`config.mk`:
```
export PLATFORM = sky130hd
export DESIGN_NAME = branch_resolve_flat
export DESIGN_NICKNAME = d
export VERILOG_FILES = /design/src/rtl/branch_resolve_if.sv /design/src/rtl/branch_resolve.sv /design/src/flat_wrapper.sv
export SDC_FILE = /design/constraint.sdc
export NUM_CORES = 1
export LEC_CHECK = 0
export ABC_AREA = 1
export CAP_MARGIN = 20
export CORE_ASPECT_RATIO = 0.6
export CORE_UTILIZATION = 53
export DETAILED_ROUTE_END_ITERATION = 10
export PLACE_DENSITY = 0.9
export SYNTH_ARGS = -nofsm -noshare
export SYNTH_HDL_FRONTEND = slang
export SYNTH_SLANG_ARGS = --single-unit
```
`constraint.sdc`:
```
create_clock -name clk -period 1.7 [get_ports clk]
set_clock_uncertainty 0.1 [all_clocks]
set_input_delay 0.34 -clock clk [delete_from_list [all_inputs] [get_ports clk]]
set_output_delay 0.34 -clock clk [all_outputs]
set_load 0.02 [all_outputs]
```
`src/rtl/branch_resolve_if.sv`:
```
// Resolve-stage bus for branch_resolve: request/comparator inputs, fetch redirect
// handshake, link write-back and exception outputs. BRANCH_STATS_EN adds br_count/taken_count.
interface branch_resolve_if #(
   parameter int n = 32
);
   logic         in_valid;
   logic         in_ready;
   logic         is_branch;
   logic         is_jal;
   logic         is_jalr;
   logic [2:0]   funct3;
   logic         BrEq;
   logic         BrLT;
   logic         BrUn;
   logic [n-1:0] pc;
   logic [n-1:0] imm;
   logic [n-1:0] rs1;
   logic         redirect_valid;
   logic [n-1:0] redirect_pc;
   logic         redirect_ready;
   logic         flush;
   logic         link_valid;
   logic [n-1:0] link_data;
   logic         misalign_exc;
`ifdef BRANCH_STATS_EN
   logic [n-1:0] br_count;
   logic [n-1:0] taken_count;
`endif

   // Pipeline/fetch side: issues requests, consumes redirects.
   modport master (
      output in_valid, is_branch, is_jal, is_jalr, funct3, BrEq, BrLT,
             pc, imm, rs1, redirect_ready,
      input  in_ready, BrUn, redirect_valid, redirect_pc, flush,
             link_valid, link_data, misalign_exc
`ifdef BRANCH_STATS_EN
      , input br_count, taken_count
`endif
   );

   // Resolver side.
   modport slave (
      input  in_valid, is_branch, is_jal, is_jalr, funct3, BrEq, BrLT,
             pc, imm, rs1, redirect_ready,
      output in_ready, BrUn, redirect_valid, redirect_pc, flush,
             link_valid, link_data, misalign_exc
`ifdef BRANCH_STATS_EN
      , output br_count, taken_count
`endif
   );
endinterface

```
`src/rtl/branch_resolve.sv`:
```
// Branch/jump resolver: evaluates conditions, computes targets, drives a held fetch redirect,
// a flush window of FLUSH_CYCLES (1..7) and jal/jalr link write-back. Optional: BRANCH_STATS_EN.
module branch_resolve #(
   parameter int n            = 32,
   parameter int FLUSH_CYCLES = 2
) (
   input logic         clk,
   input logic         rst_n,
   branch_resolve_if.slave bus
);
   typedef enum logic [1:0] {
      IDLE     = 2'd0,
      REDIRECT = 2'd1,
      FLUSH    = 2'd2
   } state_e;

   state_e       state;
   logic [2:0]   flushCounter;
   logic         redirectValid;
   logic [n-1:0] redirectPc;
   logic         flushReg;
   logic         linkValid;
   logic [n-1:0] linkData;
   logic         misalignExc;

   logic         condMet;
   logic         takenNow;
   logic         isJump;
   logic         accept;
   logic [n-1:0] pcTarget;
   logic [n-1:0] jalrSum;
   logic [n-1:0] target;
   logic [n-1:0] linkNext;

   function automatic logic branchCond(input logic [2:0] f3, input logic eq, input logic lt);
      logic r;
      r = 1'b0;
      case (f3)
         3'b000:         r = eq;
         3'b001:         r = !eq;
         3'b100, 3'b110: r = lt;
         3'b101, 3'b111: r = !lt;
         default:        r = 1'b0;
      endcase
      return r;
   endfunction

   // The comparator needs the signedness select in the same cycle it evaluates.
   assign bus.BrUn = bus.funct3[1];

   assign condMet  = branchCond(bus.funct3, bus.BrEq, bus.BrLT);
   assign isJump   = bus.is_jal | bus.is_jalr;
   assign takenNow = isJump | (bus.is_branch & condMet);
   assign accept   = bus.in_valid && (state == IDLE);

   assign pcTarget = bus.pc + bus.imm;
   assign jalrSum  = bus.rs1 + bus.imm;
   assign target   = bus.is_jalr ? (jalrSum & ~n'(1)) : pcTarget;
   assign linkNext = bus.pc + n'(4);

   always_ff @(posedge clk or negedge rst_n) begin
      if (!rst_n) begin
         state         <= IDLE;
         flushCounter  <= 3'd0;
         redirectValid <= 1'b0;
         redirectPc    <= '0;
         flushReg      <= 1'b0;
         linkValid     <= 1'b0;
         linkData      <= '0;
         misalignExc   <= 1'b0;
      end else begin
         linkValid   <= 1'b0;
         misalignExc <= 1'b0;
         case (state)
            IDLE: begin
               if (accept && takenNow) begin
                  if (target[1]) begin
                     misalignExc <= 1'b1;
                  end else begin
                     redirectPc    <= target;
                     redirectValid <= 1'b1;
                     flushReg      <= 1'b1;
                     state         <= REDIRECT;
                     if (isJump) begin
                        linkValid <= 1'b1;
                        linkData  <= linkNext;
                     end
                  end
               end
            end
            REDIRECT: begin
               // Redirect is held until fetch takes it; flush stays up meanwhile.
               if (bus.redirect_ready) begin
                  redirectValid <= 1'b0;
                  flushCounter  <= 3'(FLUSH_CYCLES - 1);
                  state         <= FLUSH;
               end
            end
            FLUSH: begin
               if (flushCounter == 3'd0) begin
                  flushReg <= 1'b0;
                  state    <= IDLE;
               end else begin
                  flushCounter <= flushCounter - 3'd1;
               end
            end
            default: begin
               state         <= IDLE;
               redirectValid <= 1'b0;
               flushReg      <= 1'b0;
            end
         endcase
      end
   end

   assign bus.in_ready       = (state == IDLE);
   assign bus.redirect_valid = redirectValid;
   assign bus.redirect_pc    = redirectPc;
   assign bus.flush          = flushReg;
   assign bus.link_valid     = linkValid;
   assign bus.link_data      = linkData;
   assign bus.misalign_exc   = misalignExc;

`ifdef BRANCH_STATS_EN
   logic [n-1:0] brCount;
   logic [n-1:0] takenCount;

   // Saturating event counters; misaligned taken jumps still count as taken.
   always_ff @(posedge clk or negedge rst_n) begin
      if (!rst_n) begin
         brCount    <= '0;
         takenCount <= '0;
      end else if (accept) begin
         if (bus.is_branch && (brCount != '1)) begin
            brCount <= brCount + n'(1);
         end
         if (takenNow && (takenCount != '1)) begin
            takenCount <= takenCount + n'(1);
         end
      end
   end

   assign bus.br_count    = brCount;
   assign bus.taken_count = takenCount;
`endif

   property pRedirectHeld;
      @(posedge clk) disable iff (!rst_n)
         (redirectValid && !bus.redirect_ready) |=> (redirectValid && $stable(redirectPc));
   endproperty
   aRedirectHeld: assert property (pRedirectHeld);

endmodule

```
`src/flat_wrapper.sv`:
```
// flat-port wrapper written by rule: the top's interface ports become plain ports
module branch_resolve_flat 
#(
   parameter int n            = 32,
   parameter int FLUSH_CYCLES = 2
)
  (clk, rst_n, bus_in_valid, bus_is_branch, bus_is_jal, bus_is_jalr, bus_funct3, bus_BrEq, bus_BrLT, bus_pc, bus_imm, bus_rs1, bus_redirect_ready, bus_in_ready, bus_BrUn, bus_redirect_valid, bus_redirect_pc, bus_flush, bus_link_valid, bus_link_data, bus_misalign_exc);
  branch_resolve_if #(.n(n)) bus_i ();
  input logic clk;
  input logic rst_n;
  input wire logic [$bits(bus_i.in_valid)-1:0] bus_in_valid;
  input wire logic [$bits(bus_i.is_branch)-1:0] bus_is_branch;
  input wire logic [$bits(bus_i.is_jal)-1:0] bus_is_jal;
  input wire logic [$bits(bus_i.is_jalr)-1:0] bus_is_jalr;
  input wire logic [$bits(bus_i.funct3)-1:0] bus_funct3;
  input wire logic [$bits(bus_i.BrEq)-1:0] bus_BrEq;
  input wire logic [$bits(bus_i.BrLT)-1:0] bus_BrLT;
  input wire logic [$bits(bus_i.pc)-1:0] bus_pc;
  input wire logic [$bits(bus_i.imm)-1:0] bus_imm;
  input wire logic [$bits(bus_i.rs1)-1:0] bus_rs1;
  input wire logic [$bits(bus_i.redirect_ready)-1:0] bus_redirect_ready;
  output wire logic [$bits(bus_i.in_ready)-1:0] bus_in_ready;
  output wire logic [$bits(bus_i.BrUn)-1:0] bus_BrUn;
  output wire logic [$bits(bus_i.redirect_valid)-1:0] bus_redirect_valid;
  output wire logic [$bits(bus_i.redirect_pc)-1:0] bus_redirect_pc;
  output wire logic [$bits(bus_i.flush)-1:0] bus_flush;
  output wire logic [$bits(bus_i.link_valid)-1:0] bus_link_valid;
  output wire logic [$bits(bus_i.link_data)-1:0] bus_link_data;
  output wire logic [$bits(bus_i.misalign_exc)-1:0] bus_misalign_exc;
  assign bus_i.in_valid = bus_in_valid;
  assign bus_i.is_branch = bus_is_branch;
  assign bus_i.is_jal = bus_is_jal;
  assign bus_i.is_jalr = bus_is_jalr;
  assign bus_i.funct3 = bus_funct3;
  assign bus_i.BrEq = bus_BrEq;
  assign bus_i.BrLT = bus_BrLT;
  assign bus_i.pc = bus_pc;
  assign bus_i.imm = bus_imm;
  assign bus_i.rs1 = bus_rs1;
  assign bus_i.redirect_ready = bus_redirect_ready;
  assign bus_in_ready = bus_i.in_ready;
  assign bus_BrUn = bus_i.BrUn;
  assign bus_redirect_valid = bus_i.redirect_valid;
  assign bus_redirect_pc = bus_i.redirect_pc;
  assign bus_flush = bus_i.flush;
  assign bus_link_valid = bus_i.link_valid;
  assign bus_link_data = bus_i.link_data;
  assign bus_misalign_exc = bus_i.misalign_exc;
  branch_resolve #(.n(n), .FLUSH_CYCLES(FLUSH_CYCLES)) u_core (.clk(clk), .rst_n(rst_n), .bus(bus_i));
endmodule
```
==> results of run 1 <==
==> cells in the mapped netlist <==
library cell	number
a21o_1	1
a21oi_1	66
a31oi_1	8
and2_1	3
and3_1	1
buf_2	11
buf_4	3
clkbuf_1	6
clkinv_1	2
conb_1	1
dfrtp_1	72
fa_1	2
ha_1	64
inv_1	254
inv_2	4
nand2_1	642
nand2_2	7
nand2_4	1
nand3_1	87
nand3_2	1
nand3b_1	10
nand4_1	16
nand4_2	1
nor2_1	121
nor2_2	1
nor2_4	2
nor3_1	17
nor3_2	2
nor3_4	2
o21a_1	1
o21ai_0	41
o21ai_1	2
o21bai_1	6
o22ai_1	1
o31ai_1	2
or2_2	1
xnor2_1	12
xor2_1	23
==> metrics by stage <==
step	TNS, ns	cells	worst slack [ns]
after CTS	-1.25	2117	-0.0686
after detailed placement	-61.74	2060	-1.11
after global placement	-56.21	2060	-1.03
after floorplan	-8.43	1497	-0.183
==> timing repair <==
item,in CTS
pin swaps,154
hold endpoints to repair,24
gates resized for setup,711
cloned,7
setup endpoints to repair,137
setup buffers,35
hold buffers,1
==> kinds of logic after synthesis <==
logic type	count (synthesis)	share of synthesized area
and+or+nand+nor	915	0.443
buffers and inverters	280	0.127
other	1	0.000443
adders and majority gates	66	0.0994
DFF	72	0.213
AOI/OAI and AO/OA	128	0.0801
xor gates and xnor gates	35	0.0363
==> results_dict.tcl, run 1 <==
set metrics [dict create \
    cts-root-buf "clkbuf_16" \
    initial_core_util 0.547 \
    dp_hpwl_um 26600 \
    yosysWarnings 0 \
    ys_seq_area_frac 0.213 \
    synth_top_area_cell "nand2_1" \
    worstEndpointType "register input" \
    fp.dieH_um 99.8 \
    avgSynthCellArea_um2 5.65 \
    synth_top_cell_area_share 0.285 \
    rows 35 \
    status "did not finish" \
    cts_buffers 9 \
    gp_congestion 0.975 \
    die_x_um 165 \
    place_area_um2 12000 \
    h-tree-depth 3 \
    ys_ff_latch 72 \
    grt_max_degree 29 \
    syn_nets 1671 \
    synth_cells 1497 \
    cts_sinks 72 \
    numPortBuffers 176 \
    synth_cell_type_count 38 \
    cts_buffer_depth 2 \
    crit_endpoint "u_core.bus.redirect_pc[4]$_DFFE_PN0P_/D" \
    error "[ERROR DPL-0038] Utilization greater than 100%, impossible to legalize" \
    synthTopCellsByArea "nand2_1 28%, dfrtp_1 21%, inv_1 11%" \
    synth_area_um2 8460 \
    haltStage "global routing (5_1_grt)" \
    io_pins 178 \
]
==> inputs of run 2 (changes only) <==
CORE_ASPECT_RATIO = default   (was 0.6)
CORE_UTILIZATION = 40   (was 53)
PLACE_DENSITY = default   (was 0.9)
PLACE_DENSITY_LB_ADDON = 0.15   (was default)
==> run 2 against run 1 <==
Compared with the run above: synthesized cell count stayed put; area after synthesis did not move; the flow now finishes, with violations (negative setup slack).
==> results_dict.tcl, run 2 <==
set metrics [dict create \
    status "finished with violations" \
    violations "negative setup slack" \
    p_per_area_nw_per_um2 850 \
    io_pins 178 \
    fp.dieH_um 147 \
    synth_most_common_cell "nand2_1" \
    fillers 1785 \
    cts_tree "yes" \
    cts_sinks 72 \
    synth_top_cell_area_share 0.285 \
    synth_compound_area_frac 0.0801 \
    layout_commonest_cell "nand2_1" \
    arrival_ns 2.00 \
    first_global_vias 10500 \
    hold_depth 4 \
    dp_hpwl_um 26100 \
    report.power.total_mw 12.4 \
    synth_edf_count 0 \
    die_x_um 147 \
    wl_per_cell_um 16.5 \
    post-route-min-period_ns 1.86 \
    rrSetupSlack_ns 0.03 \
    yosysWarnings 0 \
    rows 52 \
    insertedDiodeCount 0 \
    min-delay-start "bus_pc[0]" \
    cts-root-buf "clkbuf_16" \
    drv_cap 0 \
    dp_cells 2126 \
    synthTopCellsByArea "nand2_1 28%, dfrtp_1 21%, inv_1 11%" \
    synthAdderAreaFrac 0.0994 \
    cts_buffer_depth 2 \
    start_kind "input port" \
    max_clock_freq_mhz 537 \
    timing.rr.start "u_core.state[0]" \
    gp_congestion 0.953 \
    layout-drive-gt1-share 0.376 \
    irDropWorstVdd_mv 0.790 \
    intPower_mw 6.78 \
    synth_top_family_by_area "simple AND/OR/NAND/NOR gates" \
    cp-startpoint "bus_imm[0]" \
    setup_tns_ns -3.56 \
    synth_commonest_cells "642 x nand2_1, 254 x inv_1, 121 x nor2_1" \
    swShare 0.453 \
    stdcell_count 2186 \
    setup-violations-final 42 \
    drtIter0Drc 725 \
    globalRoute.totalOverflow 0 \
    timing.rr.end "u_core.bus.link_data[16]" \
    r2r_cells 8 \
    drc_errors 0 \
    fin_crit_sh 1.10 \
    grt_max_degree 47 \
    switchingPower_mw 5.61 \
    antenna_found_initial 1 \
    cp.required_ns 1.83 \
    timing.hold.ws_ns 0.189 \
    synthArstFlopShare 1.00 \
    cts_buffers 9 \
    initial_core_util 0.413 \
    endpoint_kind "register" \
    ys_ff_latch 72 \
    vias_per_cell 5.06 \
    final_antenna_net_count 0 \
    fin_area_um2 14600 \
    hold_end "u_core.bus.link_data[0]" \
    synth_top_area_cell "nand2_1" \
    synth-xor-area-share 0.0363 \
    insertion_delay_ns 0.35 \
    die_area_um2 21700 \
    firstDrtPassIters 5 \
    maxSlewViolCount 0 \
    synthMuxAreaShare 0 \
    preCtsSetupSlack_ns -1.02 \
    synth_ff_type "dfrtp_1" \
    seqPwrFrac 0.251 \
    drt_wl_total_um 36200 \
    place_area_um2 12100 \
    numPortBuffers 176 \
    mostFrequentLayoutCells "477 x nand2_1, 235 x inv_1, 212 x buf_4" \
    grt_pass1_wl_um 53600 \
    p_comb_frac 0.586 \
    num_vias 11100 \
    area_growth_pct 72.5 \
    worst_slack_ns -0.162 \
    synth_cells 1497 \
    hold_class "in2reg" \
    coreArea_um2 20500 \
    avgSynthCellArea_um2 5.65 \
    synth_area_um2 8460 \
    crit_fanout 7 \
    syn_nets 1671 \
    ys_seq_area_frac 0.213 \
    clockPowerShare 0.164 \
    rsz0062_at_grt "true" \
    grtUsageTotal 0.318 \
    h-tree-depth 3 \
    synth_cell_type_count 38 \
    nets 2085 \
    final_util 0.712 \
    hold_violations 0 \
    path_class "in2reg" \
    yosys.area_share.simple 0.443 \
    clk_pin_slew_worst_paths_ns 0.07 \
    p_leak_nw 7.81 \
    largest_register_ffs 32 \
]
==> run 2: how the worst max path moves through the flow <==
| stage | end | cells past startpoint | slack (ns) |
|---|---|---|---|
| finish | u_core.bus.redirect_pc[6] | 12 | -0.16 |
| CTS | u_core.bus.redirect_pc[5] | 12 | -0.15 |
| detailed placement | u_core.bus.redirect_pc[22] | 16 | -1.02 |
| global placement | u_core.bus.redirect_pc[27] | 13 | -1.01 |
| floorplan | u_core.bus.redirect_pc[4] | 10 | -0.18 |
| global route | u_core.bus.redirect_pc[6] | 12 | -0.24 |
==> run 2: cells by family (layout without fill, tap and decap cells) <==
group	after synthesis	in the layout
compound gates	128	128
other cells	1	1
fa+ha+maj	66	66
buf+inv	280	699
xor+xnor	35	35
flops	72	72
simple gates	915	915
==> run 2: layout make-up <==
class                   count  area (µm²)  area share
clock inverters             7        80.1     0.00549
inverters                 260        1000      0.0686
well taps                 270         338      0.0232
multi-input cells        1145        7530       0.516
flip-flops and latches     72        1800       0.123
clock buffers               9         225      0.0154
repair buffers            423        3610       0.248
==> run 2: repair_timing <==
item                                   4_1_cts  5_1_grt
buffers inserted                            24       10
resized for setup                          665      181
gates cloned                                 5        6
hold buffers                                 1        0
pin swaps                                  125       87
setup endpoints to repair                  136       60
endpoints found under the hold margin       22        0
==> run 2: worst max-delay path: stages <==
cell	delay, ns
buf_8	0.08
ha_4	0.14
inv_4	0.03
fa_2	0.52
nand2_2	0.06
nand2_4	0.08
nand4_1	0.14
buf_6	0.17
inv_8	0.07
buf_12	0.13
buf_16	0.13
a31oi_1	0.08
==> run 2: power groups by stage <==
stage	logic, mW	registers, mW	clock network [mW]
after detailed placement	6.41	3.08	0
after CTS	6.70	3.06	2.04
after global routing	7.82	3.19	2.11
after global placement	6.34	3.08	0
final	7.26	3.11	2.03
after floorplan	2.31	3.89	0
==> run 2: metal layers <==
layer,global-route usage,part of all wire,vias to the layer above
met5,0,0,-
met4,0.166,0.049,0
met3,0.0358,0.056,94
met2,0.526,0.46,438
met1,0.407,0.43,5076
li1,-,-,5456
(Power assumes the default switching activity.)
